## src/rtl/param_code_lock.sv

```systemverilog
// Parametrised combination lock: CODE_LEN single-switch presses unlock it, failed attempts trigger lockouts and then a latched alarm.
// Optional `CODE_PROG_EN adds a PROGRAM state so the code can be re-entered while unlocked.
module param_code_lock #(
  parameter int NUM_SW         = 8,
  parameter int CODE_LEN       = 4,
  parameter logic [CODE_LEN*((NUM_SW > 1) ? $clog2(NUM_SW) : 1)-1:0] CODE_INIT = 12'h688,
  parameter int MAX_TRIES      = 3,
  parameter int UNLOCK_CYCLES  = 300,
  parameter int LOCKOUT_CYCLES = 1000
) (
  input  logic                           clock,
  input  logic                           reset_n,
  input  logic [NUM_SW-1:0]              switches,
  input  logic                           relock,
  input  logic                           prog_req,
  output logic                           locked,
  output logic                           alarm,
  output logic                           lockout,
  output logic [$clog2(MAX_TRIES+1)-1:0] tries_left,
  output logic [$clog2(CODE_LEN+1)-1:0]  progress
);

  localparam int IW   = (NUM_SW > 1) ? $clog2(NUM_SW) : 1;
  localparam int TW   = $clog2(MAX_TRIES + 1);
  localparam int PW   = $clog2(CODE_LEN + 1);
  localparam int CW   = CODE_LEN * IW;
  localparam int TMAX = (UNLOCK_CYCLES > LOCKOUT_CYCLES) ? UNLOCK_CYCLES : LOCKOUT_CYCLES;
  localparam int TMW  = (TMAX > 1) ? $clog2(TMAX) : 1;

  localparam logic [2:0] ST_ENTRY    = 3'd0;
  localparam logic [2:0] ST_UNLOCKED = 3'd1;
  localparam logic [2:0] ST_PROGRAM  = 3'd2;
  localparam logic [2:0] ST_LOCKOUT  = 3'd3;
  localparam logic [2:0] ST_ALARM    = 3'd4;

  localparam logic [PW-1:0]  LAST_POS    = PW'(CODE_LEN - 1);
  localparam logic [TMW-1:0] UNLOCK_LAST = TMW'(UNLOCK_CYCLES - 1);
  localparam logic [TMW-1:0] LOCK_LAST   = TMW'(LOCKOUT_CYCLES - 1);

  logic [2:0]        state;
  logic [TMW-1:0]    timer;
  logic [CW-1:0]     code;
  logic [NUM_SW-1:0] s1, s2, rise;
  logic              press, multi;
  logic [IW-1:0]     idx, exp_idx;

  assign rise  = s1 & ~s2;
  assign press = ($countones(rise) == 1);
  assign multi = ($countones(rise) > 1);

  // NOTE: every variable written in always_comb gets a default first, otherwise a latch is inferred.
  always_comb begin
    idx     = '0;
    exp_idx = '0;
    for (int i = 0; i < NUM_SW; i++)
      if (rise[i]) idx = IW'(i);
    for (int i = 0; i < CODE_LEN; i++)
      if (PW'(i) == progress) exp_idx = code[i*IW +: IW];
  end

`ifdef CODE_PROG_EN
  logic [CW-1:0] shadow, shadow_upd;

  // Shadow with the current press merged in, so the final press lands in the committed code.
  always_comb begin
    shadow_upd = shadow;
    for (int i = 0; i < CODE_LEN; i++)
      if (PW'(i) == progress) shadow_upd[i*IW +: IW] = idx;
  end
`else
  logic unused_prog_req;
  assign unused_prog_req = prog_req;
`endif

  // NOTE: sequential state uses non-blocking assignments so every register samples pre-edge values.
  always_ff @(posedge clock or negedge reset_n) begin
    if (!reset_n) begin
      state      <= ST_ENTRY;
      tries_left <= TW'(MAX_TRIES);
      progress   <= '0;
      timer      <= '0;
      code       <= CODE_INIT;
      s1         <= '0;
      s2         <= '0;
`ifdef CODE_PROG_EN
      shadow     <= '0;
`endif
    end else begin
      s1 <= switches;
      s2 <= s1;
      case (state)
        ST_ENTRY: begin
          timer <= '0;
          if (multi || (press && idx != exp_idx)) begin
            progress <= '0;
            if (tries_left <= TW'(1)) begin
              tries_left <= '0;
              state      <= ST_ALARM;
            end else begin
              tries_left <= tries_left - TW'(1);
              state      <= ST_LOCKOUT;
            end
          end else if (press) begin
            if (progress == LAST_POS) begin
              progress   <= '0;
              tries_left <= TW'(MAX_TRIES);
              state      <= ST_UNLOCKED;
            end else begin
              progress <= progress + PW'(1);
            end
          end
        end

        ST_LOCKOUT: begin
          if (timer == LOCK_LAST) begin
            timer <= '0;
            state <= ST_ENTRY;
          end else begin
            timer <= timer + TMW'(1);
          end
        end

        ST_UNLOCKED: begin
          if (relock || timer == UNLOCK_LAST) begin
            timer <= '0;
            state <= ST_ENTRY;
`ifdef CODE_PROG_EN
          end else if (prog_req) begin
            timer    <= '0;
            progress <= '0;
            state    <= ST_PROGRAM;
`endif
          end else begin
            timer <= timer + TMW'(1);
          end
        end

`ifdef CODE_PROG_EN
        // An abort leaves code untouched; only a complete entry commits the shadow.
        ST_PROGRAM: begin
          if (multi || timer == UNLOCK_LAST) begin
            timer    <= '0;
            progress <= '0;
            state    <= ST_ENTRY;
          end else begin
            timer <= timer + TMW'(1);
            if (press) begin
              shadow <= shadow_upd;
              if (progress == LAST_POS) begin
                code     <= shadow_upd;
                timer    <= '0;
                progress <= '0;
                state    <= ST_UNLOCKED;
              end else begin
                progress <= progress + PW'(1);
              end
            end
          end
        end
`endif

        ST_ALARM: begin
          timer      <= '0;
          tries_left <= '0;
        end

        default: begin
          timer <= '0;
          state <= ST_ENTRY;
        end
      endcase
    end
  end

  assign locked  = !(state == ST_UNLOCKED || state == ST_PROGRAM);
  assign alarm   = (state == ST_ALARM);
  assign lockout = (state == ST_LOCKOUT);

endmodule
```

## config.mk

```make
export PLATFORM = sky130hd
export DESIGN_NAME = param_code_lock
export DESIGN_NICKNAME = d
export VERILOG_FILES = /design/src/rtl/param_code_lock.sv
export SDC_FILE = /design/constraint.sdc
export NUM_CORES = 1
export LEC_CHECK = 0
export CORE_ASPECT_RATIO = 1.4
export CORE_MARGIN = 1
export CORE_UTILIZATION = 26
export DETAILED_ROUTE_END_ITERATION = 8
export SLEW_MARGIN = 10
export SYNTH_ARGS = -nofsm -noshare
export SYNTH_HDL_FRONTEND = slang
export SYNTH_SLANG_ARGS = --single-unit
```

## constraint.sdc

```tcl
create_clock -name clock -period 5.2 [get_ports clock]
set_input_delay 1.04 -clock clock [delete_from_list [all_inputs] [get_ports clock]]
set_output_delay 1.04 -clock clock [all_outputs]
set_load 0.005 [all_outputs]
```

==> flow_summary.toml, run 1 <==
[clock_tree]
postCtsResizedCells = 0
cts_sinks = 34
cts.htree.levels = 2
cts_made_buffers = 5
root_buffer = "clkbuf_8"
cts_hold_buffers = 0
cts_setup_buffers = 0
clockBufferDepth = 2
clk_latency_ns = 0.28
cts_tree = "done"
clk_pin_slew_ns = 0.07

[finish]
syn2layout_area_growth_pct = 22.2
drive_gt1_share_pct = 8.33
multi_input_area_um2 = 677
diodes = 0
fillers = 620
final_nets = 188
regArea_um2 = 853

[place]
globalplace.congestion = 0.696
port-buffer-count = 18
hpwl_mm = 1.94

[timing]
clock_skew_ns = 0.00147
setup_viol = 0
worst_pin_slew_ns = 0.643
hold_ws_ns = 0.372
fin_crit_sh_pct = 75.9
slew_violations = 0
fin_tns_setup_ns = 0
relSlewSlack_pct = 56.8
fmax_ghz = 0.254
hold_viol = 0
fin_crit_ns = 3.94
rsz0062_at_grt = "false"

[setup_path]
worstPathCellList = "nand2b_1, fa_1, fa_1, fa_1, inv_1, ha_1, inv_1, fa_1, and4bb_2, a22o_1, and2_1, o311ai_1"
critPathKind = "reg2reg"
slowest_stage = "fa_1"
slowest_delay_ns = 0.55
cp_max_fo = 9
worstPathRequired_ns = 5.38
cpMostUsedCell = "fa_1"
cp.buffers_inverters = 2
critPathTopFamily = "adder cells"
end_kind = "flop"
start_kind = "flop"
crit_arrival_ns = 4.12

[floorplanning]
die_h_um = 94.6
die_x_um = 68.1
pin_count = 20
dieArea_um2 = 6440
start_util_pct = 27.1
core_um2 = 5860
rows = 33

[yosys]
synth-xor-area-share_pct = 5.50
synth-seq-cells = 34
yosysSeqAreaShare_pct = 53.6
syn_nets = 164
synth_top_area_share_pct = 50.3
synth_area_leaders = "dfrtp_1, fa_1, ha_1, dfstp_2, nor2_1"
yosysTopAreaCell = "dfrtp_1"
synth-simple-area-share_pct = 19.7
synth_top_family_by_area = "simple AND/OR/NAND/NOR gates"
syn_area_per_cell_um2 = 11.1
synth_compound_area_share_pct = 8.33
synth-edff-count = 0
ys_types = 36
synthCells = 143
yosys_most_used_dff = "dfrtp_1"
synth_adder_area_share_pct = 8.96
async_reset_ff_share_pct = 100
syn_area_um2 = 1590
yosysWarningCount = 12
synthMuxAreaShare_pct = 0

[global_routing]
grt_start_max_net_pins = 35
antenna_found_initial = 0
grt_usage_pct = 9.89
first_global_vias = 1080
grt_pass1_wl_mm = 4.64
grt-ovfl-total = 0

[worst_hold_path]
hold_path.class = "reg2reg"

[detailed_routing]
wirelength_mm = 2.62
wl_per_cell_um = 11.0
drt_iter0_drc = 19
drtPass1Iterations = 3
vias = 1069
postRouteAntennaNets = 0
vias_per_cell = 4.49
drc = 0

[power]
vdd.ir_drop.worst_uv = 146
leakagePower_nw = 0.801
power_density_nw_per_um2 = 302

[outcome]
status = "finished clean"

[flow_run]
drv_cap = 0
==> power by group <==
part / leakage, nW / internal [W] / total (W) / switching (W)
Sequential: 0.424 / 0.000276 / 0.000284 / 0.00000723
Clock: 0.0472 / 0.000106 / 0.000202 / 0.0000958
Combinational: 0.330 / 0.0000479 / 0.000101 / 0.0000531
Total: 0.801 / 0.000431 / 0.000587 / 0.000156
==> Yosys cell counts (3+ instances only) <==
cell type,count
a21oi_1,5
and3_1,3
dfrtp_1,32
fa_1,4
ha_1,5
inv_1,12
nand2_1,7
nand2b_1,8
nand3_1,5
nand3b_1,4
nor2_1,14
nor2b_1,4
nor3_1,3
xnor2_1,5
xor2_1,5
==> area by class of cell <==
cell class,instances,area share (%)
timing repair buffer,19,9.65
clock inverter,2,0.643
inverter,12,2.32
multi-input combinational,95,34.8
clock buffer,6,4.24
tap,70,4.50
sequential,34,43.9
==> final timing paths <==
| check | from | end | slack (ns) | depth (start not counted) |
|---|---|---|---|---|
| setup / recovery | s2[0] | state[0] | 1.26 | 12 |
| hold / removal | s1[2] | s2[2] | 0.37 | 0 |
| setup reg to reg | s2[0] | state[0] | 1.26 | 12 |
| hold reg to reg | s1[2] | s2[2] | 0.37 | 0 |
| max in group asynchronous | reset_n | tries_left[1] | 3.71 | 2 |
| min in group asynchronous | reset_n | s2[5] | 1.15 | 2 |
==> per-layer routing <==
metal  global-route usage, %  routed length, µm  vias to the layer above  share of wire (%)
li1                        -                  -                      531                  -
met1                    11.0               1150                      512                 44
met2                    16.1               1310                       20                 50
met3                    2.29                 98                        6                3.7
met4                    7.12                 73                        0                2.8
met5                       0                  0                        -                  0
==> worst reg2reg max path, cell delays in order (launching register included) <==
cell      delay [ns]
dfrtp_1         0.35
nand2b_1        0.17
fa_1            0.51
fa_1            0.53
fa_1            0.55
inv_1           0.04
ha_1            0.20
inv_1           0.07
fa_1            0.43
and4bb_2        0.25
a22o_1          0.30
and2_1          0.18
o311ai_1        0.26
==> kinds of logic (layout without fill, tap and decap cells) <==
kind of cell	after synthesis	after routing
buf+inv	14	39
fa+ha+maj	9	9
compound gates	19	19
flops	34	34
simple gates	57	57
xor+xnor	10	10
==> per-stage QoR <==
stage	cell area, µm²	power (W)	worst slack [ns]	instances	util (%)
floorplan	1590	0.000354	1.41	143	-
CTS	1950	0.000598	1.21	238	33.2
finish	1950	0.000587	1.26	238	33.2
global route	1950	0.000625	1.00	238	33.2
detailed placement	1850	0.000392	1.24	230	31.6
global placement	1850	0.000389	1.28	230	31.6
==> state kept, by name (all words and copies together), names as in the netlist <==
register,flops
state,3
progress,3
s2,8
tries_left,2
timer,10
s1,8
==> cell usage in the layout (no fill, tap or decap), types with 5 or more instances in the layout <==
master           synthesis  final
nor2_1                  14     14
nand2_1                  7      7
xor2_1                   5      5
clkdlybuf4s50_1          0     18
a21oi_1                  5      5
inv_1                   12     12
nand2b_1                 8      8
nand3_1                  5      5
ha_1                     5      5
xnor2_1                  5      5
clkbuf_8                 0      6
dfrtp_1                 32     32
(Power assumes the default switching activity.)
==> run 2: changes to the inputs <==
clock period = 4.1 ns   (was 5.2 ns; I/O delays follow)
==> run 2 against run 1 <==
  * Die area is the same
  * Flip-flop and latch count unchanged
  * First-iteration DRC count is 140% higher
  * Worst hold slack got worse by 0.0021 ns
  * Register-to-register slack got worse by 1.0 ns
  * Global-route usage shrank 0.12 points
  * Fmax increased by 1.8%
  * Non-clock buffer count up 1
  * Sequential power is 27% higher
  * Power is 26% higher
  * Via count hardly changed
==> flow_summary.toml, run 2 (same netlist as run 1, synthesis figures left out) <==
[outcome]
status = "finished clean"

[power]
sequentialPowerShare_pct = 48.6
power_density_nw_per_um2 = 379
totalPowerFinal_w = 0.000740
p_sw_w = 0.000204
vdd.ir_drop.worst_uv = 173
swShare_pct = 27.6
p_comb_share_pct = 18.2
leakagePower_nw = 0.803
p_int_w = 0.000536
clock_power_share_pct = 33.2

[global_routing]
antenna_found_initial = 0
first_global_vias = 1105
grt_pass1_wl_mm = 4.66
grt-ovfl-total = 0
grt_usage_pct = 9.77
grt_start_max_net_pins = 35

[timing]
hold_viol = 0
fin_crit_ns = 3.87
hold_ws_ns = 0.370
fin_tns_setup_ns = 0
worst_pin_slew_ns = 0.613
fmax_ghz = 0.258
fin_crit_sh_pct = 94.5
setup_ws_ns = 0.225
slew_violations = 0
setup_viol = 0
clock_skew_ns = 0.00613
rsz0062_at_grt = "true"
relSlewSlack_pct = 58.8

[detailed_routing]
drt_iter0_drc = 45
met3_length_um = 86
drc = 0
postRouteAntennaNets = 0
met2_length_mm = 1.27
dr.max_layer_used = "met4"
wirelength_mm = 2.55
drtPass1Iterations = 5
wl_per_cell_um = 10.7
vias = 1068
met1_length_mm = 1.12
vias_per_cell = 4.47

[finish]
fillers = 626
top_regs = "timer x10, s1 x8, s2 x8"
regMostFlops = "timer"
final_common_cell = "dfrtp_1"
diodes = 0
syn2layout_area_growth_pct = 22.8
fin_util_pct = 33.3
final_nets = 189
drive_gt1_share_pct = 9.47
final_cell_mix = "dfrtp_1, clkdlybuf4s50_1, nor2_1"
largest_reg_flops = 10

[setup_path]
cp_max_fo = 6
start_kind = "flop"
end_kind = "flop"
critPathKind = "reg2reg"
worstPathRequired_ns = 4.28
crit_arrival_ns = 4.06

[floorplanning]
rows = 33
start_util_pct = 27.1
dieArea_um2 = 6440
die_x_um = 68.1
core_um2 = 5860
die_h_um = 94.6
pin_count = 20

[flow_run]
drv_cap = 0

[clock_tree]
cts_setup_buffers = 0
cts_made_buffers = 5
cts_tree = "done"
clk_latency_ns = 0.29
cts_sinks = 34
clockBufferDepth = 2
clk_pin_slew_ns = 0.08
root_buffer = "clkbuf_8"
cts.htree.levels = 2

[place]
port-buffer-count = 18
globalplace.congestion = 0.713
dp_slack_ns = 0.191
hpwl_mm = 1.85

[worst_hold_path]
hold_path.class = "reg2reg"
## run 2: cell types whose count changed in the layout (fill, tap and decap cells not counted), sizes merged
cell / delta
clkbuf: -1
buf: +1
clkinv: +1
## run 2: final timing paths
| path | depth (start not counted) | start | to | slack [ns] |
|---|---|---|---|---|
| max | 12 | s2[1] | state[0] | 0.23 |
| min | 0 | s1[6] | s2[6] | 0.37 |
| min in group asynchronous | 2 | reset_n | s1[5] | 0.93 |
| max in group asynchronous | 2 | reset_n | tries_left[1] | 2.84 |
| max reg2reg | 12 | s2[1] | state[0] | 0.23 |
| min reg2reg | 0 | s1[6] | s2[6] | 0.37 |
## run 2: worst max-delay path, cell delays in order, from the launching register on
cell and delay (ns):
dfrtp_1 0.36, nand2b_1 0.17, fa_1 0.49, fa_1 0.53
fa_1 0.55, inv_1 0.04, ha_1 0.20, inv_1 0.07
fa_1 0.44, and4bb_2 0.25, a22o_1 0.27, and2_1 0.16
o311ai_1 0.26
## run 2: layout make-up
class | instances | area (µm²) | area share, %
Clock buffer | 5 | 68.8 | 3.52
Clock inverter | 3 | 21.3 | 1.09
Inverter | 12 | 45.0 | 2.30
Multi-Input combinational cell | 95 | 683 | 35.0
Sequential cell | 34 | 853 | 43.7
Tap cell | 70 | 87.6 | 4.48
Timing Repair Buffer | 20 | 195 | 9.99
## run 2: what timing repair did
item                                    in CTS  in global routing
endpoints found under the setup margin       0                  3
gates resized for setup                      0                  1
hold buffers                                 0                  0
## run 2: power by group through the flow
stage	Clock (W)	Sequential (W)	Combinational [W]
5_1_grt	0.000271	0.000362	0.000155
4_1_cts	0.000256	0.000360	0.000138
6_report	0.000245	0.000360	0.000135
3_5_place_dp	0	0.000367	0.000138
2_1_floorplan	0	0.000366	0.0000835
3_3_place_gp	0	0.000366	0.000134
## run 2: layer usage
| layer | vias to the layer above | GRT usage (%) |
|---|---|---|
| li1 | 530 | - |
| met1 | 514 | 11.0 |
| met2 | 19 | 15.9 |
| met3 | 5 | 2.90 |
| met4 | 0 | 5.73 |
| met5 | - | 0 |
## run 2: per-stage QoR
step / std cells / cell area (µm²)
after floorplan: 143 / 1590
after global placement: 231 / 1860
after detailed placement: 231 / 1860
after CTS: 239 / 1950
after global routing: 239 / 1950
final: 239 / 1950
